$ cat config.mk
export PLATFORM = sky130hd
export DESIGN_NAME = etx_rr_arbiter
export DESIGN_NICKNAME = d
export VERILOG_FILES = /design/src/rtl/etx_pkg.sv /design/src/rtl/oh_rrarbiter.sv /design/src/rtl/etx_rr_arbiter.sv
export SDC_FILE = /design/constraint.sdc
export NUM_CORES = 1
export LEC_CHECK = 0
export ABC_CLOCK_PERIOD_IN_PS = 5200
export CORE_AREA = 2 2 249 251
export CTS_CLUSTER_DIAMETER = 60
export DETAILED_ROUTE_END_ITERATION = 10
export DIE_AREA = 0 0 251 253
export PLACE_DENSITY_LB_ADDON = 0.15
export RECOVER_POWER = 50
export SLEW_MARGIN = 5
export SYNTH_ARGS = -nofsm -noshare
export SYNTH_HDL_FRONTEND = slang
export SYNTH_HIERARCHICAL = 1
export SYNTH_SLANG_ARGS = --single-unit
$ cat constraint.sdc
create_clock -name clk -period 5.2 [get_ports clk]
set_clock_uncertainty 0.15 [all_clocks]
set_input_delay 1.04 -clock clk [delete_from_list [all_inputs] [get_ports clk]]
set_output_delay 1.04 -clock clk [all_outputs]
set_load 0.05 [all_outputs]
$ cat src/rtl/etx_pkg.sv
// Shared eMesh packet field layout: where the destination address lives and
// which address bits carry the chip ID.
package etx_pkg;

  localparam int DST_OFS = 8;
  localparam int DST_W   = 32;
  localparam int ID_LSB  = 20;
  localparam int ID_W    = 12;

  function automatic int pkt_width(input int aw);
    return 2 * aw + 40;
  endfunction

  // A packet addressed to our own chip ID goes to the configuration block.
  function automatic logic cfg_hit(input logic [DST_W-1:0] dst,
                                   input logic [ID_W-1:0]  id);
    return dst[ID_LSB +: ID_W] == id;
  endfunction

endpackage

$ cat src/rtl/oh_rrarbiter.sv
// One-hot round-robin picker: the search starts just after ptr and wraps.
// Passing ptr = N-1 gives plain lowest-index-first priority.
module oh_rrarbiter #(
  parameter int N     = 4,
  parameter int PTR_W = (N > 1) ? $clog2(N) : 1
) (
  input  logic [N-1:0]     requests,
  input  logic [PTR_W-1:0] ptr,
  output logic [N-1:0]     grants
);

  logic [PTR_W-1:0] w_start;
  logic [N-1:0]     w_rot;
  logic [N-1:0]     w_rot_gnt;

  assign w_start = (ptr == PTR_W'(N - 1)) ? '0 : ptr + PTR_W'(1);

  // Rotate so the start channel sits at bit 0, isolate the lowest set bit,
  // then rotate the single grant back to its channel position.
  assign w_rot     = N'({requests, requests} >> w_start);
  assign w_rot_gnt = w_rot & (~w_rot + N'(1));
  assign grants    = N'({w_rot_gnt, w_rot_gnt} >> (N - int'(w_start)));

endmodule

$ cat src/rtl/etx_rr_arbiter.sv
// N-channel eMesh transmit arbiter: one grant per cycle, routed by destination
// chip ID to either the elink IO register or the local config register.
module etx_rr_arbiter
  import etx_pkg::*;
#(
  parameter int            AW = 32,
  parameter int            PW = pkt_width(AW),
  parameter int            N  = 4,
  parameter logic [ID_W-1:0] ID = 12'h000,
  parameter bit            RR = 1'b1
) (
  input  logic            clk,
  input  logic            reset,
  input  logic [N-1:0]    in_access,
  input  logic [N*PW-1:0] in_packet,
  output logic [N-1:0]    in_wait,
  output logic            etx_access,
  output logic [PW-1:0]   etx_packet,
  input  logic            etx_wait,
  output logic            cfg_access,
  output logic [PW-1:0]   cfg_packet,
  input  logic            cfg_wait
);

  localparam int               PTR_W   = (N > 1) ? $clog2(N) : 1;
  localparam logic [PTR_W-1:0] PTR_RST = PTR_W'(N - 1);

  logic [N-1:0]     w_cfg_match;
  logic [N-1:0]     w_elig;
  logic [N-1:0]     w_grant;
  logic             w_etx_rdy;
  logic             w_cfg_rdy;
  logic [PTR_W-1:0] w_arb_ptr;
  logic [PW-1:0]    w_gnt_pkt;
  logic             w_gnt_cfg;
  logic             w_any;

  logic [PTR_W-1:0] r_ptr;
  logic             r_etx_vld_p1;
  logic             r_cfg_vld_p1;
  logic [PW-1:0]    r_etx_pkt_p1;
  logic [PW-1:0]    r_cfg_pkt_p1;

  function automatic logic [PTR_W-1:0] onehot_idx(input logic [N-1:0] oh);
    logic [PTR_W-1:0] idx;
    idx = '0;
    for (int i = 0; i < N; i++) begin
      if (oh[i]) idx = idx | PTR_W'(i);
    end
    return idx;
  endfunction

  for (genvar i = 0; i < N; i++) begin : g_dec
    assign w_cfg_match[i] = cfg_hit(in_packet[i*PW + DST_OFS +: DST_W], ID);
  end

  // A request only competes if the output it targets can take a packet.
  assign w_etx_rdy = ~r_etx_vld_p1 | ~etx_wait;
  assign w_cfg_rdy = ~r_cfg_vld_p1 | ~cfg_wait;
  assign w_elig    = in_access & ((w_cfg_match & {N{w_cfg_rdy}}) |
                                  (~w_cfg_match & {N{w_etx_rdy}}));
  assign w_arb_ptr = RR ? r_ptr : PTR_RST;

  oh_rrarbiter #(.N(N), .PTR_W(PTR_W)) u_arb (
    .requests (w_elig),
    .ptr      (w_arb_ptr),
    .grants   (w_grant)
  );

  assign in_wait = in_access & ~w_grant;
  assign w_any   = |w_grant;

  always_comb begin
    w_gnt_pkt = '0;
    w_gnt_cfg = 1'b0;
    for (int i = 0; i < N; i++) begin
      if (w_grant[i]) begin
        w_gnt_pkt = w_gnt_pkt | in_packet[i*PW +: PW];
        w_gnt_cfg = w_gnt_cfg | w_cfg_match[i];
      end
    end
  end

  // ---- stage p1: output registers ----
  always_ff @(posedge clk) begin
    if (reset) begin
      r_etx_vld_p1 <= 1'b0;
      r_cfg_vld_p1 <= 1'b0;
      r_etx_pkt_p1 <= '0;
      r_cfg_pkt_p1 <= '0;
      r_ptr        <= PTR_RST;
    end else begin
      if (w_any && !w_gnt_cfg) begin
        r_etx_vld_p1 <= 1'b1;
        r_etx_pkt_p1 <= w_gnt_pkt;
      end else if (!etx_wait) begin
        r_etx_vld_p1 <= 1'b0;
      end
      if (w_any && w_gnt_cfg) begin
        r_cfg_vld_p1 <= 1'b1;
        r_cfg_pkt_p1 <= w_gnt_pkt;
      end else if (!cfg_wait) begin
        r_cfg_vld_p1 <= 1'b0;
      end
      if (RR && w_any) r_ptr <= onehot_idx(w_grant);
    end
  end

  assign etx_access = r_etx_vld_p1;
  assign etx_packet = r_etx_pkt_p1;
  assign cfg_access = r_cfg_vld_p1;
  assign cfg_packet = r_cfg_pkt_p1;

endmodule

# Word level (Yosys, flattened, before mapping)

Cells that the tools add are included.

Flip-flop bits (word level): 212
Bits in latches: 0
Bits in writable memories: 0
Memory bits (read-only): 0
Input port bits: 424
Logic and storage cells: 58
Memories kept: 0

Add/subtract/negate cells: 3
Multiply operators: 0
Divide/modulo/power cells: 0
Magnitude comparators: 0
Eq/ne operators: 3
Shift-type cells: 2
Mux-type cells: 16
Bitwise logic cells: 21
Reduce and logical (&&, ||, !) cells: 8

Operators with widths:

| operator                                               | number |
|---|---|
| two-way mux 104 bit                                    | 4 |
| OR 104 bit                                             | 3 |
| logical NOT 12 bit                                     | 4 |
| >> shifter 8 x 32 -> 4 bit                             | 1 |
| AND 4 bit                                              | 5 |
| NOT 4 bit                                              | 3 |
| two-way mux 1 bit                                      | 9 |
| >> shifter 8 x 2 -> 4 bit                              | 1 |
| two-way mux 2 bit                                      | 3 |
| OR 1 bit                                               | 5 |
| adder 4 x 1 -> 4 bit (second input constant)           | 1 |
| inequality test 2 x 1 -> 1 bit (second input constant) | 2 |
| NOT 1 bit                                              | 4 |
| OR 4 bit                                               | 1 |
| OR reduction 4 bit                                     | 1 |
| subtractor 3 x 2 -> 4 bit (first input constant)       | 1 |
| adder 2 x 1 -> 2 bit (second input constant)           | 1 |
| == test 2 bit (second input constant)                  | 1 |
| logical AND 1 bit                                      | 2 |
| logical NOT 1 bit                                      | 1 |

# Longest topological paths before layout

Word-level depth: 20
Mapped depth: 16

# Hierarchy

Netlist, hierarchy kept.

By module, submodules not included:

| module         | instances | cells each | area each (µm²) |
|---|---|---|---|
| etx_rr_arbiter | 1         | 1016       | 9496.6 |
| oh_rrarbiter   | 1         | 33         | 242.7 |

# Least setup slack after synthesis

Ideal clock, no wire load.

Kind: input -> output
Start: input in_packet[143]
End: output in_wait[3]
Arrival: 3812 ps
Path slack: 198 ps
Cell stages on the path: 10
Buffers on the path: 3
Cells stage by stage: nor4_1 > nand3_1 > a311oi_1 > a211o_1 > a21oi_1 > o21a_1 > clkbuf_1 > clkbuf_1 > clkbuf_1 > nor2b_1

Word-level cells in the longest chain between the ends: 12

RTL lines:

| item                           | line                 | source |
|---|---|---|
| start: declaration             | etx_rr_arbiter.sv:15 | `input logic [N*PW-1:0] in_packet,` |
| logical NOT 12 bit (*)         | etx_pkg.sv:17        | `return dst[ID_LSB +: ID_W] == id;` |
| NOT 4 bit                      | etx_rr_arbiter.sv:61 | `(~w_cfg_match & {N{w_etx_rdy}}));` |
| AND 4 bit                      | etx_rr_arbiter.sv:61 |  |
| OR 4 bit (*)                   | etx_rr_arbiter.sv:60 | `assign w_elig = in_access & ((w_cfg_match & {N{w_cfg_rdy}}) \|` |
| AND 4 bit (*)                  | etx_rr_arbiter.sv:60 |  |
| net w_elig[1]                  | etx_rr_arbiter.sv:29 | `logic [N-1:0] w_elig;` |
| >> shifter 8 x 2 -> 4 bit (*)  | oh_rrarbiter.sv:20   | `assign w_rot = N'({requests, requests} >> w_start);` |
| NOT 4 bit                      | oh_rrarbiter.sv:21   | `assign w_rot_gnt = w_rot & (~w_rot + N'(1));` |
| adder 4 x 1 -> 4 bit           | oh_rrarbiter.sv:21   |  |
| AND 4 bit (*)                  | oh_rrarbiter.sv:21   |  |
| >> shifter 8 x 32 -> 4 bit (*) | oh_rrarbiter.sv:22   | `assign grants = N'({w_rot_gnt, w_rot_gnt} >> (N - int'(w_start)));` |
| net w_grant[3]                 | etx_rr_arbiter.sv:30 | `logic [N-1:0] w_grant;` |
| NOT 4 bit (*)                  | etx_rr_arbiter.sv:70 | `assign in_wait = in_access & ~w_grant;` |
| AND 4 bit (*)                  | etx_rr_arbiter.sv:70 |  |
| end: declaration               | etx_rr_arbiter.sv:16 | `output logic [N-1:0] in_wait,` |

The timed path passes the listed nets; every way through them passes the cells marked *.

# Final worst setup path

Start: input in_packet[240]
End: output in_wait[0]

The elaborated chain is that of the path after synthesis.

==> results <==
path summary, 6_finish.rpt:
| check | from | to | slack [ns] |
|---|---|---|---|
| worst max-delay path | in_packet[240] | in_wait[0] | 0.18 |
| worst min-delay path | cfg_packet[17]$_SDFFE_PP0P_ | cfg_packet[17]$_SDFFE_PP0P_ | 0.34 |
| worst max register to register | r_ptr[0]$_SDFFE_PP1P_ | cfg_packet[101]$_SDFFE_PP0P_ | 1.54 |
| worst min register to register | cfg_packet[17]$_SDFFE_PP0P_ | cfg_packet[17]$_SDFFE_PP0P_ | 0.34 |
where the power goes:
| group | switching, mW | leakage (nW) | internal, mW |
|---|---|---|---|
| logic | 3.75 | 4.79 | 2.56 |
| clock network | 0.795 | 0.517 | 1.33 |
| registers | 0.169 | 1.73 | 1.95 |
| total | 4.71 | 7.04 | 5.84 |
sequential cells by signal, indices dropped and copies added, names as in the netlist:
register and flops:
etx_packet 104, etx_access 1, cfg_packet 104, cfg_access 1, r_ptr 2
layout make-up:
| cell class | count | area, µm² |
|---|---|---|
| Timing Repair Buffer | 753 | 7525 |
| Multi-Input combinational cell | 702 | 5014 |
| Clock inverter | 13 | 167.7 |
| Inverter | 4 | 15.01 |
| Fill cell | 6399 | 42190 |
| Antenna cell | 1 | 2.502 |
| Sequential cell | 212 | 4244 |
| Tap cell | 790 | 988.4 |
| Clock buffer | 40 | 879.6 |
cells by family after synthesis:
kind of cell    share of synthesized area, %
compound gates                         42.96
fa+ha+maj                             0.1284
buf+inv                                5.910
flops                                  43.58
mux                                   0.1028
simple gates                           7.323
worst max-delay path, stage by stage:
cell,delay [ns]
clkdlybuf4s50_1,0.43
nor4_1,0.53
buf_4,0.21
nand3_1,0.10
a311oi_1,0.39
buf_4,0.21
nor3b_1,0.05
a31oi_1,0.26
nand3_4,0.20
nor2_1,0.23
buf_12,0.17
through the flow:
stage	hold slack (ns)	setup TNS [ns]	total power [mW]	instance area [µm²]
3_5_place_dp	0.3355	-0.9730	8.649	17780
6_report	0.3406	0	10.56	18840
5_1_grt	0.3593	0	11.20	18830
2_1_floorplan	0.2985	0	5.695	9739
4_1_cts	0.3472	0	10.85	18820
3_3_place_gp	0.3165	-0.1570	8.629	17780
cells in the mapped netlist, types with 3 or more instances:
| cell | n | area (µm²) |
|---|---|---|
| nand2b_1 | 3 | 18.77 |
| nand2_1 | 7 | 26.28 |
| a311oi_1 | 3 | 26.28 |
| a221oi_1 | 104 | 910.9 |
| nor2_1 | 116 | 435.4 |
| dfxtp_1 | 212 | 4244 |
| a21oi_1 | 108 | 540.5 |
| a211oi_1 | 188 | 1411 |
| clkbuf_1 | 88 | 330.3 |
| inv_1 | 4 | 15.01 |
| nor4_1 | 12 | 75.07 |
| nand3_1 | 4 | 20.02 |
| a211oi_2 | 20 | 250.2 |
| buf_1 | 3 | 11.26 |
| a22o_1 | 104 | 910.9 |
| buf_2 | 34 | 170.2 |
| buf_4 | 5 | 37.54 |
layout by cell type (no fill, tap or decap), types with 10 or more instances in the layout:
cell	Yosys	final
a22o_1	104	104
a211oi_1	188	188
buf_4	5	96
a21oi_1	108	108
nor4_1	12	10
dlygate4sd3_1	0	210
clkdlybuf4s50_1	0	422
buf_12	0	23
dfxtp_1	212	212
nor2_1	116	115
a221oi_1	104	104
clkbuf_16	0	31
a211oi_2	20	20
per-layer routing:
metal  routed length, µm  part of all wire (%)  track usage, %  vias to the layer above
li1                    -                     -               -                     5531
met1               21090                    40           18.20                     5516
met2               25960                    49           27.63                      482
met3                4267                   8.1           4.626                       71
met4                1367                   2.6           3.997                        2
met5                  12                 0.023               0                        -
==> results.cfg <==
[run_status]
outcome = complete, no violations

[timing]
report.final.slew_viol_count = 0
finalCritPeriodShare_pct = 96.49
relSlewSlack_pct = 43.30
fin_crit_ns = 5.017
fmax_ghz = 0.1993
setup_ws_ns = 0.1825
worstMarginPinSlew_ns = 0.8505
rsz0062_at_grt = false
setup_viol = 0
hold_viol = 0

[route]
ant_nets = 0
viasPerCell = 4.613
wl_per_cell_um = 20.95
vias = 11600
wl_mm = 52.70
drtIter0Drc = 533
drc = 0
first_pass_iters = 5

[worst_setup_path]
critPathLaunchType = input port
crit_fanout = 7
arrival_ns = 3.83
worst-r2r-cell-count = 11
endpoint_kind = output port
required_ns = 4.01
crit_type = in -> out

[grt]
global_route.usage.total_pct = 15.56
grt_max_degree = 111
grt_pass1_wl_mm = 75.97
antenna_found_initial = 2
grt.overflow.total = 0
grt_pass1_vias = 11550

[cts]
path_clk_slew_ns = 0.05
clock_path_buffers = 3
cts-root-buf = clkbuf_16
tritoncts = done
clock_latency_ns = 0.57
cts_inserted_buffers = 30
htree_levels = 1
cts_resized = 0
cts.sinks = 212
post-cts-setup-buffers = 0
cts_hold_buf = 0

[placed_design]
dp.cells = 2461
hpwl_mm = 40.18
place.gp.congestion = 0.7850
dp_slack_ns = -0.07884
port-buffer-count = 637

[final_layout]
utilization_pct = 30.86
drive_above_1_share_pct = 11.77
final_cells = 2515
final_nets = 2128
area_delta_synth_final_pct = 93.40

[die]
dieHeight_um = 253
fp-row-count = 91
coreArea_um2 = 61030
dieArea_um2 = 63500
die-width_um = 251
initial_core_util_pct = 15.96
io_pins = 638

[logic_synthesis]
ys.flop_type = dfxtp_1
synth-seq-cells = 212
yosysSeqAreaShare_pct = 43.58
synth-async-reset-ratio_pct = 0
syn-num-nets = 1474
ys_types = 45
syn-cell-area_um2 = 9739
syn_inst = 1049
syn_area_per_cell_um2 = 9.284
synth_edf_count = 0
yosysWarnings = 6

[hold_path]
hold_path.class = reg -> reg
whs_path_depth = 2

[power_and_ir_drop]
power_density_nw_per_um2 = 560.4
peakVddDrop_mv = 0.2660
p_leak_nw = 7.038

[run]
maxCapViolCount = 0
Power figures use the tool's default switching activity.
